===== config.mk =====
export PLATFORM = sky130hd
export DESIGN_NAME = my_irq_controller_flat
export DESIGN_NICKNAME = d
export VERILOG_FILES = /design/src/rtl/my_riscv_defines.sv /design/src/rtl/my_irq_controller_if.sv /design/src/rtl/my_irq_pending.sv /design/src/rtl/my_irq_controller.sv /design/src/flat_wrapper.sv
export SDC_FILE = /design/constraint.sdc
export NUM_CORES = 1
export LEC_CHECK = 0
export BUFFER_PORTS_ARGS = -buffer_cell sky130_fd_sc_hd__buf_2
export CAP_MARGIN = 20
export CORE_MARGIN = 1.5
export CORE_UTILIZATION = 44
export DETAILED_ROUTE_END_ITERATION = 8
export GPL_ROUTABILITY_DRIVEN = 0
export PLACE_DENSITY = 0.84
export SYNTH_ARGS = -nofsm -noshare
export SYNTH_HDL_FRONTEND = slang
export SYNTH_SLANG_ARGS = --single-unit

===== constraint.sdc =====
create_clock -name clk_i -period 2.9 [get_ports clk_i]
set_input_delay 0.58 -clock clk_i [delete_from_list [all_inputs] [get_ports clk_i]]
set_output_delay 0.58 -clock clk_i [all_outputs]
set_load 0.02 [all_outputs]

===== src/rtl/my_riscv_defines.sv =====
// Shared trap-sequencer types, exception cause codes and the trap-vector helper.
package my_riscv_defines;

  typedef enum logic [1:0] {
    IDLE,
    TRAP,
    HANDLER,
    RET
  } irq_state_e;

  localparam logic [4:0] EXC_ILLEGAL = 5'd2;
  localparam logic [4:0] EXC_BREAK   = 5'd3;
  localparam logic [4:0] EXC_ECALL_M = 5'd11;

  // Vectored mode (mtvec[1:0]==01) offsets interrupts only; exceptions always use the base.
  function automatic logic [31:0] trap_target(input logic [31:0] mtvec,
                                              input logic        is_irq,
                                              input logic [4:0]  id);
    logic [31:0] base;
    base = {mtvec[31:2], 2'b00};
    if (is_irq && (mtvec[1:0] == 2'b01)) begin
      return base + {25'b0, id, 2'b00};
    end
    return base;
  endfunction

endpackage


===== src/rtl/my_irq_controller_if.sv =====
// Signal bundle between the trap sequencer and its decode/fetch/privilege neighbours.
interface my_irq_controller_if #(
  parameter int unsigned NUM_IRQ = 16
);

  logic               fetch_ready_i;
  logic [NUM_IRQ-1:0] irq_lines_i;
  logic               mie_i;
  logic [31:0]        mtvec_i;
  logic [31:0]        mepc_i;
  logic [31:0]        cur_pc_i;
  logic               exc_req_i;
  logic [4:0]         exc_id_i;
  logic               mret_i;
  logic               irq_taken_o;
  logic               irq_o;
  logic [4:0]         irq_id_o;
  logic               exc_taken_o;
  logic [31:0]        exc_pc_o;
  logic               irq_done_o;
  logic               redirect_o;
  logic [31:0]        redirect_pc_o;
  logic [NUM_IRQ-1:0] pending_o;

  modport slave (
    input  fetch_ready_i, irq_lines_i, mie_i, mtvec_i, mepc_i, cur_pc_i,
           exc_req_i, exc_id_i, mret_i,
    output irq_taken_o, irq_o, irq_id_o, exc_taken_o, exc_pc_o, irq_done_o,
           redirect_o, redirect_pc_o, pending_o
  );

  modport master (
    output fetch_ready_i, irq_lines_i, mie_i, mtvec_i, mepc_i, cur_pc_i,
           exc_req_i, exc_id_i, mret_i,
    input  irq_taken_o, irq_o, irq_id_o, exc_taken_o, exc_pc_o, irq_done_o,
           redirect_o, redirect_pc_o, pending_o
  );

endinterface


===== src/rtl/my_irq_pending.sv =====
// Interrupt edge capture, pending register with set-over-clear, and lowest-index select.
module my_irq_pending #(
  parameter int unsigned NUM_IRQ = 16
) (
  input  logic               clk_i,
  input  logic               rst_ni,
  input  logic [NUM_IRQ-1:0] irq_lines_i,
  input  logic               clr_en_i,
  input  logic [4:0]         clr_id_i,
  output logic [NUM_IRQ-1:0] pending_o,
  output logic               any_pending_o,
  output logic [4:0]         sel_id_o
);

  logic [NUM_IRQ-1:0] lines_q;
  logic [NUM_IRQ-1:0] pending_q, pending_d;
  logic [NUM_IRQ-1:0] clr_mask;

  always_comb begin
    clr_mask = '0;
    for (int unsigned i = 0; i < NUM_IRQ; i++) begin
      if (clr_en_i && (clr_id_i == 5'(i))) begin
        clr_mask[i] = 1'b1;
      end
    end
    // The edge term is OR'd in last so a fresh edge survives a same-cycle clear.
    pending_d = (pending_q & ~clr_mask) | (irq_lines_i & ~lines_q);
  end

  always_ff @(posedge clk_i or negedge rst_ni) begin
    if (!rst_ni) begin
      lines_q   <= '0;
      pending_q <= '0;
    end else begin
      lines_q   <= irq_lines_i;
      pending_q <= pending_d;
    end
  end

  always_comb begin
    sel_id_o = '0;
    for (int unsigned i = NUM_IRQ; i > 0; i--) begin
      if (pending_q[i-1]) begin
        sel_id_o = 5'(i - 1);
      end
    end
  end

  assign pending_o     = pending_q;
  assign any_pending_o = |pending_q;

endmodule


===== src/rtl/my_irq_controller.sv =====
// Trap sequencer: arbitrates exceptions, interrupts and MRET, and issues one-shot trap strobes and fetch redirects.
module my_irq_controller
  import my_riscv_defines::*;
#(
  parameter int unsigned NUM_IRQ = 16
) (
  input  logic                clk_i,
  input  logic                rst_ni,
  my_irq_controller_if.slave  bus
);

  irq_state_e  state_q, state_d;
  logic        irq_q, irq_d;
  logic [4:0]  id_q, id_d;
  logic [31:0] pc_q, pc_d;
  logic [31:0] tgt_q, tgt_d;
  logic        clr_en;
  logic        any_pending;
  logic [4:0]  sel_id;

  my_irq_pending #(
    .NUM_IRQ(NUM_IRQ)
  ) u_pending (
    .clk_i        (clk_i),
    .rst_ni       (rst_ni),
    .irq_lines_i  (bus.irq_lines_i),
    .clr_en_i     (clr_en),
    .clr_id_i     (id_q),
    .pending_o    (bus.pending_o),
    .any_pending_o(any_pending),
    .sel_id_o     (sel_id)
  );

  always_comb begin
    state_d = state_q;
    irq_d   = irq_q;
    id_d    = id_q;
    pc_d    = pc_q;
    tgt_d   = tgt_q;
    clr_en  = 1'b0;
    unique case (state_q)
      IDLE, HANDLER: begin
        if (bus.exc_req_i) begin
          state_d = TRAP;
          irq_d   = 1'b0;
          id_d    = bus.exc_id_i;
          pc_d    = bus.cur_pc_i;
          tgt_d   = trap_target(bus.mtvec_i, 1'b0, bus.exc_id_i);
        end else if (bus.mie_i && any_pending) begin
          state_d = TRAP;
          irq_d   = 1'b1;
          id_d    = sel_id;
          pc_d    = bus.cur_pc_i;
          tgt_d   = trap_target(bus.mtvec_i, 1'b1, sel_id);
        end else if (bus.mret_i) begin
          state_d = RET;
        end
      end
      TRAP: begin
        if (bus.fetch_ready_i) begin
          state_d = HANDLER;
          clr_en  = irq_q;
        end
      end
      RET: begin
        if (bus.fetch_ready_i) begin
          state_d = IDLE;
        end
      end
      default: state_d = IDLE;
    endcase
  end

  always_ff @(posedge clk_i or negedge rst_ni) begin
    if (!rst_ni) begin
      state_q <= IDLE;
      irq_q   <= 1'b0;
      id_q    <= '0;
      pc_q    <= '0;
      tgt_q   <= '0;
    end else begin
      state_q <= state_d;
      irq_q   <= irq_d;
      id_q    <= id_d;
      pc_q    <= pc_d;
      tgt_q   <= tgt_d;
    end
  end

  assign bus.irq_taken_o   = (state_q == TRAP) && irq_q;
  assign bus.exc_taken_o   = (state_q == TRAP) && !irq_q;
  assign bus.irq_done_o    = (state_q == RET);
  assign bus.redirect_o    = (state_q == TRAP) || (state_q == RET);
  assign bus.redirect_pc_o = (state_q == RET) ? bus.mepc_i : tgt_q;
  assign bus.irq_o         = irq_q;
  assign bus.irq_id_o      = id_q;
  assign bus.exc_pc_o      = pc_q;

endmodule


===== src/flat_wrapper.sv =====
// flat-port wrapper written by rule: the top's interface ports become plain ports
module my_irq_controller_flat import my_riscv_defines::*;
#(
  parameter int unsigned NUM_IRQ = 16
)
  (clk_i, rst_ni, bus_fetch_ready_i, bus_irq_lines_i, bus_mie_i, bus_mtvec_i, bus_mepc_i, bus_cur_pc_i, bus_exc_req_i, bus_exc_id_i, bus_mret_i, bus_irq_taken_o, bus_irq_o, bus_irq_id_o, bus_exc_taken_o, bus_exc_pc_o, bus_irq_done_o, bus_redirect_o, bus_redirect_pc_o, bus_pending_o);
  my_irq_controller_if #(.NUM_IRQ(NUM_IRQ)) bus_i ();
  input  logic clk_i;
  input  logic rst_ni;
  input wire logic [$bits(bus_i.fetch_ready_i)-1:0] bus_fetch_ready_i;
  input wire logic [$bits(bus_i.irq_lines_i)-1:0] bus_irq_lines_i;
  input wire logic [$bits(bus_i.mie_i)-1:0] bus_mie_i;
  input wire logic [$bits(bus_i.mtvec_i)-1:0] bus_mtvec_i;
  input wire logic [$bits(bus_i.mepc_i)-1:0] bus_mepc_i;
  input wire logic [$bits(bus_i.cur_pc_i)-1:0] bus_cur_pc_i;
  input wire logic [$bits(bus_i.exc_req_i)-1:0] bus_exc_req_i;
  input wire logic [$bits(bus_i.exc_id_i)-1:0] bus_exc_id_i;
  input wire logic [$bits(bus_i.mret_i)-1:0] bus_mret_i;
  output wire logic [$bits(bus_i.irq_taken_o)-1:0] bus_irq_taken_o;
  output wire logic [$bits(bus_i.irq_o)-1:0] bus_irq_o;
  output wire logic [$bits(bus_i.irq_id_o)-1:0] bus_irq_id_o;
  output wire logic [$bits(bus_i.exc_taken_o)-1:0] bus_exc_taken_o;
  output wire logic [$bits(bus_i.exc_pc_o)-1:0] bus_exc_pc_o;
  output wire logic [$bits(bus_i.irq_done_o)-1:0] bus_irq_done_o;
  output wire logic [$bits(bus_i.redirect_o)-1:0] bus_redirect_o;
  output wire logic [$bits(bus_i.redirect_pc_o)-1:0] bus_redirect_pc_o;
  output wire logic [$bits(bus_i.pending_o)-1:0] bus_pending_o;
  assign bus_i.fetch_ready_i = bus_fetch_ready_i;
  assign bus_i.irq_lines_i = bus_irq_lines_i;
  assign bus_i.mie_i = bus_mie_i;
  assign bus_i.mtvec_i = bus_mtvec_i;
  assign bus_i.mepc_i = bus_mepc_i;
  assign bus_i.cur_pc_i = bus_cur_pc_i;
  assign bus_i.exc_req_i = bus_exc_req_i;
  assign bus_i.exc_id_i = bus_exc_id_i;
  assign bus_i.mret_i = bus_mret_i;
  assign bus_irq_taken_o = bus_i.irq_taken_o;
  assign bus_irq_o = bus_i.irq_o;
  assign bus_irq_id_o = bus_i.irq_id_o;
  assign bus_exc_taken_o = bus_i.exc_taken_o;
  assign bus_exc_pc_o = bus_i.exc_pc_o;
  assign bus_irq_done_o = bus_i.irq_done_o;
  assign bus_redirect_o = bus_i.redirect_o;
  assign bus_redirect_pc_o = bus_i.redirect_pc_o;
  assign bus_pending_o = bus_i.pending_o;
  my_irq_controller #(.NUM_IRQ(NUM_IRQ)) u_core (.clk_i(clk_i), .rst_ni(rst_ni), .bus(bus_i));
endmodule

==> qor.csv <==
stage,metric,value,unit
logic_synthesis,ys async rst share,100,%
die,Die ar.,12100,um^2
route,vias,4402,
setup_path,Worst R2R End,u_core.tgt_q[29]$_DFFE_PN0P_,
power,peak supply drop,0.000455,V
power,total power,4.21,mW
grt,GRT Overall Usage,20.9,%
logic_synthesis,Mapped Nets,596,
clock_network,Num CTS Buffers,9,
die,Site Rows,38,
route,DRC Markers,0,
place,port bufs,212,
timing,crit share post-route,96.8,%
job,Max-Cap Viols,0,
clock_network,clock buffer depth,2,
setup_path,Worst setup SP type,flop,
clock_network,CTS tree,built,
setup_path,maximum fanout along the worst path,13,
timing,WHS,0.273,ns
clock_network,"Clk Latency, worst-skew pair",0.34,ns
logic_synthesis,Synth cell types,51,
route,vias per cell,5.32,
die,initial core utilization,45.9,%
timing,Tightest Pin Transition,0.667,ns
logic_synthesis,Yosys top cell by area,dfrtp_1,
clock_network,clock-pin slew on the worst setup and hold paths,0.07,ns
timing,number of hold violations in the final report,0,
logic_synthesis,"Seq/Total Area, Yosys",50.6,%
route,TritonRoute pass-1 iters,5,
logic_synthesis,Syn Area/Cell,10.8,um^2
timing,RSZ-0062 raised after global routing,true,
timing,Period minus WS final,2.81,ns
logic_synthesis,Post-synth EDFFs,0,
route,DR WL/cell,15.9,um
cells_and_area,Layout fillers,915,
place,HPWL Detailed,9950,um
clock_network,CTS Sinks,102,
logic_synthesis,synth top area cells,"dfrtp_1 (51%), mux2_2 (13%), o21ai_0 (5.7%), xnor2_1 (4.7%), nand2_1 (3.6%)",
grt,first-pass GRT wire length,19300,um
route,initial DRC count,135,
timing,relative slew slack,55.6,%
logic_synthesis,synthesized netlist cell count,468,
clock_network,CTS H-Tree Depth,3,
grt,vias in the first global route,4129,
timing,Setup TNS Final,0,ns
setup_path,Worst Path Required,3.12,ns
place,DP Area,6280,um^2
timing,Setup Viol. Count Final,0,
cells_and_area,diode count,0,
logic_synthesis,synthesized cell area,5040,um^2
cells_and_area,nets@finish,811,
cells_and_area,layout cells sized above 1,47.2,%
setup_path,CP arrival,3.03,ns
timing,fmax,356,MHz
power,Leak,3.08,nW
die,chip width,110,um
cells_and_area,Final Instance Area,6690,um^2
die,I/O pin cnt,213,
setup_path,CP Class,flop to flop,
logic_synthesis,most common flop cell mapped by yosys,dfrtp_1,
grt,global route total overflow,0,
worst_hold_path,worst hold path class,input pin to async pin,
clock_network,Root Buffer,clkbuf_16,
grt,largest net degree at the start of global routing,54,
timing,max-slew violations,0,
route,number of routed nets with antenna violations,0,
setup_path,Critical R2R Launch,u_core.u_pending.pending_o[13]$_DFF_PN0_,
logic_synthesis,Synth Warn #,0,
setup_path,worst reg-to-reg path cell count,10,
logic_synthesis,Yosys top cell area share,50.6,%
timing,Final Skew,0.00770,ns
die,die height,110,um
die,Core ar.,11000,um^2
grt,antenna violations before repair,0,
cells_and_area,Finished Core Util,60.9,%
setup_path,worst reg-to-reg setup slack,0.09,ns
setup_path,critical path capture point type,flop,
route,Total Wirelength,13100,um
power,cell area power density,629,nW/um^2
outcome,status,"complete, no violations",
cells_and_area,area growth from synthesis to layout,32.7,%
logic_synthesis,Synth Register Bits,102,
==> how the worst max path moves through the flow <==
stage,startpoint,end,slack (ns),cells past startpoint
6_report,u_core.u_pending.pending_o[13]$_DFF_PN0_,u_core.tgt_q[29]$_DFFE_PN0P_,0.09,10
5_1_grt,u_core.u_pending.pending_o[13]$_DFF_PN0_,u_core.tgt_q[27]$_DFFE_PN0P_,-0.07,10
4_1_cts,u_core.u_pending.pending_o[13]$_DFF_PN0_,u_core.tgt_q[27]$_DFFE_PN0P_,0.05,10
3_5_place_dp,u_core.u_pending.pending_o[13]$_DFF_PN0_,u_core.tgt_q[27]$_DFFE_PN0P_,0.07,10
3_3_place_gp,u_core.u_pending.pending_o[5]$_DFF_PN0_,u_core.tgt_q[17]$_DFFE_PN0P_,0.12,10
2_1_floorplan,u_core.u_pending.pending_o[15]$_DFF_PN0_,u_core.tgt_q[28]$_DFFE_PN0P_,0.09,12
==> layout make-up <==
class	count	area (um^2)	share of cell area [%]
Timing Repair Buffer	225	1190	17.7
Multi-Input combinational cell	321	2370	35.4
Sequential cell	102	2550	38.1
Clock buffer	9	225	3.37
Clock inverter	6	95.1	1.42
Inverter	24	90.1	1.35
Tap cell	140	175	2.62
==> layout by cell type (no fill, tap or decap), types with 2 or more instances in the layout <==
cell type / synthesis / layout
a211oi_1: 4 / 3
a21o_1: 3 / 2
a21oi_1: 6 / 4
a21oi_2: 1 / 2
a31oi_1: 4 / 4
and2_1: 2 / 2
and3_1: 5 / 5
and4_1: 4 / 4
buf_12: 0 / 2
buf_2: 11 / 212
buf_4: 0 / 10
bufinv_16: 0 / 2
clkbuf_16: 0 / 9
clkinvlp_4: 0 / 2
dfrtp_1: 102 / 102
ha_1: 4 / 3
inv_1: 24 / 24
mux2_2: 59 / 59
mux2_4: 3 / 3
mux2i_1: 4 / 4
nand2_1: 49 / 49
nand3_1: 8 / 8
nand4_1: 4 / 4
nor2_1: 15 / 15
nor2b_1: 3 / 3
nor3_1: 12 / 11
nor3b_1: 3 / 3
nor4_1: 9 / 4
nor4_2: 0 / 5
nor4b_2: 0 / 2
nor4bb_1: 2 / 2
o21a_1: 2 / 2
o21ai_0: 57 / 55
o21ai_1: 8 / 10
or4_4: 3 / 3
xnor2_1: 27 / 27
==> flip-flops by register name, summed over array words and instances, names as in the netlist <==
| register | flops |
|---|---|
| u_core.bus.exc_pc_o | 32 |
| u_core.bus.irq_id_o | 5 |
| u_core.bus.irq_o | 1 |
| u_core.state_q | 2 |
| u_core.tgt_q | 30 |
| u_core.u_pending.lines_q | 16 |
| u_core.u_pending.pending_o | 16 |
==> synthesized netlist by cell type, drive strengths merged, types with 2 or more instances <==
library cell and number:
a211oi 4, a21o 3, a21oi 7, a31oi 4, and2 2, and3 5, and4 4, buf 16
clkbuf 5, dfrtp 102, ha 4, inv 24, mux2 62, mux2i 4, nand2 49, nand3 8
nand4 4, nor2 15, nor2b 3, nor3 12, nor3b 4, nor4 9, nor4b 2, nor4bb 2
o21a 2, o21ai 65, or4 4, xnor2 27
==> metrics by stage <==
| stage | std cells | worst slack (ns) |
|---|---|---|
| 6_report | 827 | 0.0915 |
| 5_1_grt | 827 | -0.0658 |
| 4_1_cts | 824 | 0.0501 |
| 3_5_place_dp | 809 | 0.0653 |
| 3_3_place_gp | 809 | 0.117 |
| 2_1_floorplan | 468 | 0.0854 |
==> report_power, final <==
group,internal [mW],leakage [nW],switching [mW]
logic,0.492,1.76,0.659
registers,1.63,1.17,0.139
clock network,0.760,0.150,0.532
==> metal layers <==
metal	GRT usage, %	up-vias	part of all wire, %
met5	0	-	0
met4	7.61	0	0.85
met3	5.35	11	7.7
li1	-	2082	-
met1	25.1	2122	40
met2	36.3	187	52
==> cell families (layout without fill, tap and decap cells) <==
kind of cell    count (synthesis)  in the layout  share of synthesized area (%)
mux                            66             66                           14.9
flops                         102            102                           50.6
fa+ha+maj                       5              5                           1.39
compound gates                 95             95                           11.2
buf+inv                        45            264                           3.92
simple gates                  128            128                           13.3
xor+xnor                       27             27                           4.69
==> critical path, stage by stage, from the launching register on <==
cell and delay [ns]:
dfrtp_1 0.44, or4_4 0.57, a31oi_1 0.18, nor2_1 0.08, ha_1 0.34, o21a_1 0.16
a21oi_1 0.08, buf_4 0.21, nor4_2 0.35, xnor2_1 0.16, o21ai_0 0.09
==> what timing repair did <==
action,CTS,global route
hold buffers,0,0
setup endpoints to repair,0,26
gates resized for setup,0,16
setup buffers,0,2
Power figures use the tool's default switching activity.
